--- src/rtl/arb_pkg.sv ---
`default_nettype none
// ============================================================================
// Module      : arb_pkg
// Description : Shared types and default sizing for the round-robin slot
//               arbiter (FSM state encoding, default requester count and
//               default slot length).
// Revision    : 1.0 - initial release
// ============================================================================
package arb_pkg;

    // Arbiter FSM states; one bit is enough for the two-state machine.
    typedef enum logic [0:0] {
        IDLE = 1'b0,
        BUSY = 1'b1
    } arb_state_t;

    // Default number of requesters.
    localparam int ARB_N_DEFAULT    = 4;

    // Default maximum BUSY cycles per grant when the slot timeout is built in.
    localparam int ARB_SLOT_DEFAULT = 6;

endpackage : arb_pkg
`default_nettype wire

--- src/rtl/rr_pick.sv ---
`default_nettype none
// ============================================================================
// Module      : rr_pick
// Description : Combinational rotating first-set search. Starting at index
//               ptr and moving upward modulo N, returns the first requester
//               whose req bit is set.
// Revision    : 1.0 - initial release
// ============================================================================
module rr_pick
    import arb_pkg::*;
#(
    parameter int N = ARB_N_DEFAULT,
    localparam int W = $clog2(N)
) (
    input  logic [N-1:0] req,
    input  logic [W-1:0] ptr,
    output logic         found,
    output logic [W-1:0] idx
);

    // Candidate index; one extra bit so ptr+k cannot overflow before the
    // modulo-N fold.
    logic [W:0] w_sum;
    logic [W-1:0] w_cand;

    // Walk the N candidates in priority order (ptr, ptr+1, ...); the first
    // hit wins and later hits are ignored through the found flag.
    always_comb begin
        found  = 1'b0;
        idx    = '0;
        w_sum  = '0;
        w_cand = '0;
        for (int k = 0; k < N; k++) begin
            w_sum = {1'b0, ptr} + (W+1)'(k);
            if (w_sum >= (W+1)'(N)) begin
                w_sum = w_sum - (W+1)'(N);
            end
            w_cand = w_sum[W-1:0];
            if (!found && req[w_cand]) begin
                found = 1'b1;
                idx   = w_cand;
            end
        end
    end

endmodule : rr_pick
`default_nettype wire

--- src/rtl/rr_slot_arbiter.sv ---
`default_nettype none
// ============================================================================
// Module      : rr_slot_arbiter
// Description : Round-robin arbiter for N level requesters. A grant is held
//               while its request stays high and released with a mandatory
//               grant-free gap cycle; priority rotates past the last owner.
//               Optional slot timeout (macro ARB_SLOT_TIMEOUT_EN) forces a
//               release after SLOT BUSY cycles and pulses timeout.
// Revision    : 1.0 - initial release
// ============================================================================
module rr_slot_arbiter
    import arb_pkg::*;
#(
    parameter int N    = ARB_N_DEFAULT,
    parameter int SLOT = ARB_SLOT_DEFAULT,
    localparam int W   = $clog2(N),
    localparam int SW  = $clog2(SLOT)
) (
    input  logic         clk,
    input  logic         reset,
    input  logic         en,
    input  logic [N-1:0] req,
    output logic [N-1:0] grant,
    output logic [W-1:0] grant_id,
    output logic         busy,
    output logic         timeout
);

    localparam logic [N-1:0]  c_one       = N'(1);
    localparam logic [W-1:0]  c_last_id   = W'(N - 1);
    localparam logic [SW-1:0] c_slot_last = SW'(SLOT - 1);

    arb_state_t   r_state;
    arb_state_t   w_state_nxt;
    logic [W-1:0] r_ptr;
    logic [W-1:0] w_ptr_nxt;
    logic [N-1:0] r_grant;
    logic [N-1:0] w_grant_nxt;
    logic [W-1:0] r_grant_id;
    logic [W-1:0] w_grant_id_nxt;

    logic         w_found;
    logic [W-1:0] w_pick_idx;
    logic [W-1:0] w_ptr_inc;

    // Rotating search over the live requests, starting at the pointer.
    rr_pick #(
        .N (N)
    ) u_pick (
        .req   (req),
        .ptr   (r_ptr),
        .found (w_found),
        .idx   (w_pick_idx)
    );

    // Next pointer on release: one past the current owner, wrapping at N.
    assign w_ptr_inc = (r_grant_id == c_last_id) ? '0 : (r_grant_id + W'(1));

`ifdef ARB_SLOT_TIMEOUT_EN
    logic [SW-1:0] r_slot;
    logic [SW-1:0] w_slot_nxt;
    logic          r_timeout;
    logic          w_timeout_nxt;
`else
    // Slot sizing has no hardware without the timeout; keep it referenced.
    logic w_unused_cfg;
    assign w_unused_cfg = ^c_slot_last;
`endif

    // Next-state and next-output decode; everything holds while en is low.
    always_comb begin
        w_state_nxt    = r_state;
        w_ptr_nxt      = r_ptr;
        w_grant_nxt    = r_grant;
        w_grant_id_nxt = r_grant_id;
`ifdef ARB_SLOT_TIMEOUT_EN
        w_slot_nxt     = r_slot;
        w_timeout_nxt  = 1'b0;
`endif
        if (en) begin
            case (r_state)
                IDLE: begin
                    if (w_found) begin
                        w_state_nxt    = BUSY;
                        w_grant_nxt    = c_one << w_pick_idx;
                        w_grant_id_nxt = w_pick_idx;
`ifdef ARB_SLOT_TIMEOUT_EN
                        w_slot_nxt     = '0;
`endif
                    end else begin
                        w_grant_nxt    = '0;
                        w_grant_id_nxt = '0;
                    end
                end
                BUSY: begin
                    // Only the owner's request matters while BUSY.
                    if (!req[r_grant_id]) begin
                        w_state_nxt    = IDLE;
                        w_grant_nxt    = '0;
                        w_grant_id_nxt = '0;
                        w_ptr_nxt      = w_ptr_inc;
`ifdef ARB_SLOT_TIMEOUT_EN
                    end else if (r_slot == c_slot_last) begin
                        // Owner overstayed its slot: forced release.
                        w_state_nxt    = IDLE;
                        w_grant_nxt    = '0;
                        w_grant_id_nxt = '0;
                        w_ptr_nxt      = w_ptr_inc;
                        w_timeout_nxt  = 1'b1;
                    end else begin
                        w_slot_nxt     = r_slot + SW'(1);
`endif
                    end
                end
                default: begin
                    w_state_nxt    = IDLE;
                    w_grant_nxt    = '0;
                    w_grant_id_nxt = '0;
                end
            endcase
        end
    end

    // State register; synchronous active-low reset overrides en.
    always_ff @(posedge clk) begin
        if (!reset) begin
            r_state    <= IDLE;
            r_ptr      <= '0;
            r_grant    <= '0;
            r_grant_id <= '0;
        end else begin
            r_state    <= w_state_nxt;
            r_ptr      <= w_ptr_nxt;
            r_grant    <= w_grant_nxt;
            r_grant_id <= w_grant_id_nxt;
        end
    end

`ifdef ARB_SLOT_TIMEOUT_EN
    // Slot counter and timeout pulse register.
    always_ff @(posedge clk) begin
        if (!reset) begin
            r_slot    <= '0;
            r_timeout <= 1'b0;
        end else begin
            r_slot    <= w_slot_nxt;
            r_timeout <= w_timeout_nxt;
        end
    end

    // Gate with en so the pulse is never seen while the block is frozen.
    assign timeout = r_timeout & en;
`else
    assign timeout = 1'b0;
`endif

    assign grant    = r_grant;
    assign grant_id = r_grant_id;
    assign busy     = (r_state == BUSY);

endmodule : rr_slot_arbiter
`default_nettype wire
--- config.mk ---
export PLATFORM = sky130hd
export DESIGN_NAME = rr_slot_arbiter
export DESIGN_NICKNAME = d
export VERILOG_FILES = /design/src/rtl/arb_pkg.sv /design/src/rtl/rr_pick.sv /design/src/rtl/rr_slot_arbiter.sv
export SDC_FILE = /design/constraint.sdc
export NUM_CORES = 1
export LEC_CHECK = 0
export CELL_PAD_IN_SITES_DETAIL_PLACEMENT = 1
export CELL_PAD_IN_SITES_GLOBAL_PLACEMENT = 1
export CORE_MARGIN = 3
export CORE_UTILIZATION = 31
export CTS_CLUSTER_DIAMETER = 150
export DETAILED_ROUTE_END_ITERATION = 6
export GPL_TIMING_DRIVEN = 1
export PLACE_DENSITY_LB_ADDON = 0.1
export REMOVE_ABC_BUFFERS = 1
export SYNTH_ARGS = -nofsm -noshare
export SYNTH_HDL_FRONTEND = slang
export SYNTH_SLANG_ARGS = --single-unit
--- constraint.sdc ---
create_clock -name clk -period 2.1 [get_ports clk]
set_clock_uncertainty 0.15 [all_clocks]
set_input_delay 0.42 -clock clk [delete_from_list [all_inputs] [get_ports clk]]
set_output_delay 0.42 -clock clk [all_outputs]
set_load 0.01 [all_outputs]
==> results of run 1 <==
-- critical path: stages --
cell	delay [ns]
clkdlybuf4s50_1	0.51
mux4_2	0.56
a21oi_2	0.20
nor2b_2	0.08
a22o_1	0.23
-- worst max-delay path by stage --
stage                                  endpoint  cells after the start                      from
final                     grant[2]$_SDFFE_PN0P_                      5                    req[1]
after floorplan           grant[0]$_SDFFE_PN0P_                      4  grant_id[0]$_SDFFE_PN0P_
after CTS                 grant[2]$_SDFFE_PN0P_                      6                    req[1]
after detailed placement  grant[0]$_SDFFE_PN0P_                      5                    req[1]
after global placement    grant[2]$_SDFFE_PN0P_                      5                    req[1]
after global routing      grant[0]$_SDFFE_PN0P_                      6                    req[1]
-- flip-flops by register name (all words and copies together) (netlist names) --
name and flops:
busy 1, grant 4, grant_id 2, r_ptr 2
-- power breakdown --
group | total, mW | internal (mW) | switching (mW)
clock network | 0.137 | 0.0704 | 0.0666
registers | 0.187 | 0.179 | 0.00778
logic | 0.0842 | 0.0470 | 0.0373
-- synth_stat cells --
library cell  instances
dfxtp_1               9
o21ai_0               5
inv_1                 4
nand2_1               3
nor2_1                3
o21a_1                3
o2bb2ai_1             3
a21boi_0              2
a22o_1                2
o21bai_1              2
a2111oi_0             1
a21oi_1               1
a21oi_2               1
a221oi_1              1
buf_4                 1
conb_1                1
ha_1                  1
mux4_2                1
nand3b_1              1
nand4b_1              1
nor2b_1               1
nor2b_2               1
nor3_1                1
nor4_1                1
or4_1                 1
-- cell families after synthesis --
logic type | count (synthesis)
other | 1
AO/OA/AOI/OAI | 21
multiplexers | 1
adder cells (fa/ha/maj) | 1
flip-flops | 9
AND/OR/NAND/NOR | 13
buffers and inverters | 5
-- metal layers --
metal / up-vias / global-route usage / part of all wire
met1: 223 / 0.1902 / 0.48
li1: 235 / - / -
met5: - / 0 / 0
met4: 0 / 0.03509 / 0.0048
met2: 12 / 0.2264 / 0.46
met3: 2 / 0.04781 / 0.056
-- cell type report --
class | count | area (um^2) | share of cell area
Clock buffer | 3 | 22.52 | 0.03309
Clock inverter | 1 | 5.005 | 0.007353
Inverter | 4 | 15.01 | 0.02206
Multi-Input combinational cell | 37 | 264.0 | 0.3879
Sequential cell | 9 | 180.2 | 0.2647
Tap cell | 15 | 18.77 | 0.02757
Timing Repair Buffer | 19 | 175.2 | 0.2574
==> impl_metrics.yaml, run 1 <==
floorplanning:
  dieHeight_um: 44.80
  io_pins: 15
  rows: 13
  core_mm2: 0.001350
  die_w_um: 44.80
  start_util: 0.3457
  fp.dieArea_mm2: 0.002007
worst_setup_path:
  end_kind: "flop"
  reg2reg_depth: 4
  crit_fanout: 7
  r2r_start: "grant_id[0]$_SDFFE_PN0P_"
  cp.required_ns: 2.11
  worst-setup-path-type: "in -> reg"
  r2r_end: "grant[2]$_SDFFE_PN0P_"
  critPathLaunchType: "primary input"
  worst-r2r-setup-slack_ns: 0.33
  critPathArrivalTime_ns: 2.00
cts:
  h-tree-depth: 1
  clk_pin_slew_worst_paths_ns: 0.06
  clock_latency_ns: 0.26
  post_cts_buffers: 0
  numCtsBuffers: 3
  ctsLongestPathBuffers: 2
  holdBufCountCts: 0
  ctsResizeCount: 0
  root_buffer: "clkbuf_4"
  cts_tree: "done"
  cts_sinks: 9
power:
  p_leak_nw: 0.2670
  power_density_mw_per_mm2: 599.2
  total_power_uw: 407.8
  ir_drop_mv: 0.4330
sta:
  maxSlewViolCount: 0
  hold_violations: 0
  finalSetupViolCount: 0
  fmax_ghz: 0.5006
  period_share: 0.9512
  rsz0062_at_grt: "false"
  fin_ws_ns: 0.1025
  min_period_ns: 1.998
  fin_setup_tns_ns: 0
  hold_slack_ns: 0.3180
yosys:
  synth_xor_area_frac: 0
  synth_area_leader_cell: "dfxtp_1"
  ys_seq_elements: 9
  syn_avg_cell_area_um2: 9.151
  syn_area_um2: 466.7
  synthAdderAreaFrac: 0.02681
  synth-simple-area-share: 0.1555
  netlist_instances: 51
  ys_seq_area_frac: 0.3861
  synthMuxAreaShare: 0.04826
  synthTopCellsByArea: "dfxtp_1 (39%), o2bb2ai_1 (5.6%), o21ai_0 (5.4%)"
  synthDominantCellAreaShare: 0.3861
  synth_top_family_by_area: "compound AO/OA/AOI/OAI gates"
  ys_warn_count: 0
  ys_types: 25
  synth_compound_area_frac: 0.3271
layout:
  fill_cells: 166
  final_area_um2: 680.7
  final_common_cell: "clkdlybuf4s50_1"
  final_cells: 88
  syn_to_final_growth_pct: 45.84
  n_antenna_cell: 0
  drive_gt1_frac: 0.1781
  post-route-util: 0.5042
  layout_common_cells: "clkdlybuf4s50_1 (13), dfxtp_1 (9), buf_4 (6)"
  nets: 82
status:
  status: "complete, no violations"
detailed_routing:
  dr.pass1.iters: 1
  totalWireLength_um: 1258
  num_vias: 472
  drcViolationCount: 0
  wl_per_cell_um: 14.30
  drtIter0Drc: 0
  viasPerCell: 5.364
  drt.antenna.violating_nets: 0
placement:
  gp_congestion: 0.7814
  port_buffers: 13
  placed_cell_area_um2: 653.1
  dp_cells: 84
  dpl_worst_slack_ns: -0.1826
  post-dp-hpwl_um: 1011
worst_hold_path:
  hold-path-endpoint: "grant[3]$_SDFFE_PN0P_"
  hold_depth: 1
  holdCritPathClass: "reg -> reg"
  worstHoldStart: "grant[3]$_SDFFE_PN0P_"
global_route:
  grt.total_usage: 0.1439
  grt_max_degree: 8
  grt_pass1_wl_um: 2132
  grt-ovfl-total: 0
  grt_pass1_vias: 492
  antenna_found_initial: 0
job:
  cap_violations: 0
Note: power is estimated with default switching activity, not from simulation.
==> inputs of run 2 (changes only) <==
- ABC_AREA: default -> 0
- PLACE_DENSITY: default -> 0.8
- PLACE_DENSITY_LB_ADDON: 0.1 -> default
- clock period: 2.1 -> 2.05 ns (I/O delays scaled with it)
==> run 2 against run 1 <==
  * Final area is 2.0% higher
  * Via count shrank 0.85%
  * Critical path depth is the same
  * Clock power hardly changed
  * First-iteration DRC count is 1 higher
  * Total power increased by 2.8%
  * Utilization rose by 1.0 points
  * Sequential share of layout area is 0.52 points lower
  * Global-route usage is 0.29 points higher
  * Sequential power rose by 2%
  * Critical endpoint is now grant_id[0]$_SDFFE_PN0P_
  * Largest power group unchanged
  * Highest routed layer unchanged
==> impl_metrics.yaml, run 2 (same netlist as run 1, synthesis figures left out) <==
worst_setup_path:
  critPathArrivalTime_ns: 1.95
  reg2reg_depth: 4
  worst-setup-path-type: "in -> reg"
  worst-r2r-setup-slack_ns: 0.26
  cp.required_ns: 2.04
  critPathLaunch: "req[1]"
  crit_fanout: 7
  critPathLaunchType: "primary input"
  r2r_start: "grant_id[0]$_SDFFE_PN0P_"
  crit_path_end: "grant_id[0]$_SDFFE_PN0P_"
  end_kind: "flop"
  r2r_end: "grant[0]$_SDFFE_PN0P_"
detailed_routing:
  totalWireLength_um: 1231
  dr.pass1.iters: 4
  drtIter0Drc: 1
  drt.antenna.violating_nets: 0
  wl_per_cell_um: 13.83
  num_vias: 468
  drcViolationCount: 0
  viasPerCell: 5.258
global_route:
  grt-ovfl-total: 0
  grt_pass1_wl_um: 2028
  grt.total_usage: 0.1468
  grt_max_degree: 8
  antenna_found_initial: 0
  grt_pass1_vias: 445
sta:
  period_share: 0.9568
  maxSlewViolCount: 0
  fmax_ghz: 0.5098
  fin_ws_ns: 0.08852
  rsz0062_at_grt: "false"
  min_period_ns: 1.961
  finalSetupViolCount: 0
  hold_violations: 0
layout:
  fill_cells: 166
  final_area_um2: 694.4
  drive_gt1_frac: 0.2027
  final_cells: 89
  nets: 83
  final_common_cell: "clkdlybuf4s50_1"
  layout_common_cells: "clkdlybuf4s50_1 (13), dfxtp_1 (9), buf_4 (7)"
  post-route-util: 0.5144
  syn_to_final_growth_pct: 48.79
  n_antenna_cell: 0
  multi_input_area_um2: 270.3
  largest_reg_flops: 4
  seqCellArea_um2: 180.2
placement:
  post-dp-hpwl_um: 1006
  placed_cell_area_um2: 660.6
  port_buffers: 13
  dpl_worst_slack_ns: -0.1839
  dp_cells: 85
  gp_congestion: 0.7665
cts:
  clk_pin_slew_worst_paths_ns: 0.07
  ctsLongestPathBuffers: 2
  post_cts_buffers: 0
  holdBufCountCts: 0
  root_buffer: "clkbuf_4"
  h-tree-depth: 1
  ctsResizeCount: 0
  cts_tree: "done"
  cts_sinks: 9
  clock_latency_ns: 0.26
  numCtsBuffers: 3
power:
  ir_drop_mv: 0.3401
  p_leak_nw: 0.2719
  power_density_mw_per_mm2: 603.7
  total_power_uw: 419.2
floorplanning:
  dieHeight_um: 44.80
  io_pins: 15
  die_w_um: 44.80
  rows: 13
  core_mm2: 0.001350
  fp.dieArea_mm2: 0.002007
  start_util: 0.3457
worst_hold_path:
  holdCritPathClass: "reg -> reg"
job:
  cap_violations: 0
status:
  status: "complete, no violations"
run 2: changes by cell type in the layout (fill, tap and decap cells not counted), sizes merged:
cell / previous run / this run
buf: 6 / 7
run 2: final cells by class:
type                       count  area share
sequential                     9      0.2595
multi-input combinational     37      0.3892
clock buffer                   3     0.03243
clock inverter                 1    0.007207
timing repair buffer          20      0.2631
tap                           15     0.02703
inverter                       4     0.02162
run 2: where the power goes:
group          switching [mW]  internal [mW]
clock                  0.0677         0.0721
sequential            0.00814          0.183
combinational          0.0385         0.0494
run 2: worst max-delay path, cell delays in order:
cell	delay, ns
clkdlybuf4s50_1	0.51
or4_1	0.59
nand4b_1	0.16
o21bai_1	0.17
o21ai_0	0.12
run 2: routing by layer:
layer | up-vias | track usage | part of all wire
met5 | - | 0 | 0
met4 | 0 | 0.07018 | 0.013
met3 | 2 | 0.05976 | 0.051
met2 | 14 | 0.2206 | 0.45
met1 | 213 | 0.1816 | 0.48
li1 | 239 | - | -
run 2: worst min path at each step:
stage | start | end | slack (ns) | cells past startpoint
after floorplan | r_ptr[1]$_SDFFE_PN0P_ | r_ptr[1]$_SDFFE_PN0P_ | 0.34 | 2
after global placement | grant[1]$_SDFFE_PN0P_ | grant[1]$_SDFFE_PN0P_ | 0.31 | 1
after detailed placement | grant[3]$_SDFFE_PN0P_ | grant[3]$_SDFFE_PN0P_ | 0.31 | 1
after CTS | grant[3]$_SDFFE_PN0P_ | grant[3]$_SDFFE_PN0P_ | 0.33 | 1
after global routing | grant[1]$_SDFFE_PN0P_ | grant[1]$_SDFFE_PN0P_ | 0.35 | 1
final | grant[3]$_SDFFE_PN0P_ | grant[3]$_SDFFE_PN0P_ | 0.32 | 1
run 2: metrics by stage:
step / hold slack [ns] / setup TNS [ns]
after detailed placement: 0.3105 / -1.145
after global placement: 0.3092 / -0.9420
final: 0.3199 / 0
after global routing: 0.3466 / 0
after floorplan: 0.3363 / 0
after CTS: 0.3274 / 0
==> inputs of run 3 (changes only) <==
- HOLD_SLACK_MARGIN: default -> 0.12
==> results of run 3 <==
Same layout as run 2: the final DEF is identical, and so are final timing and power.
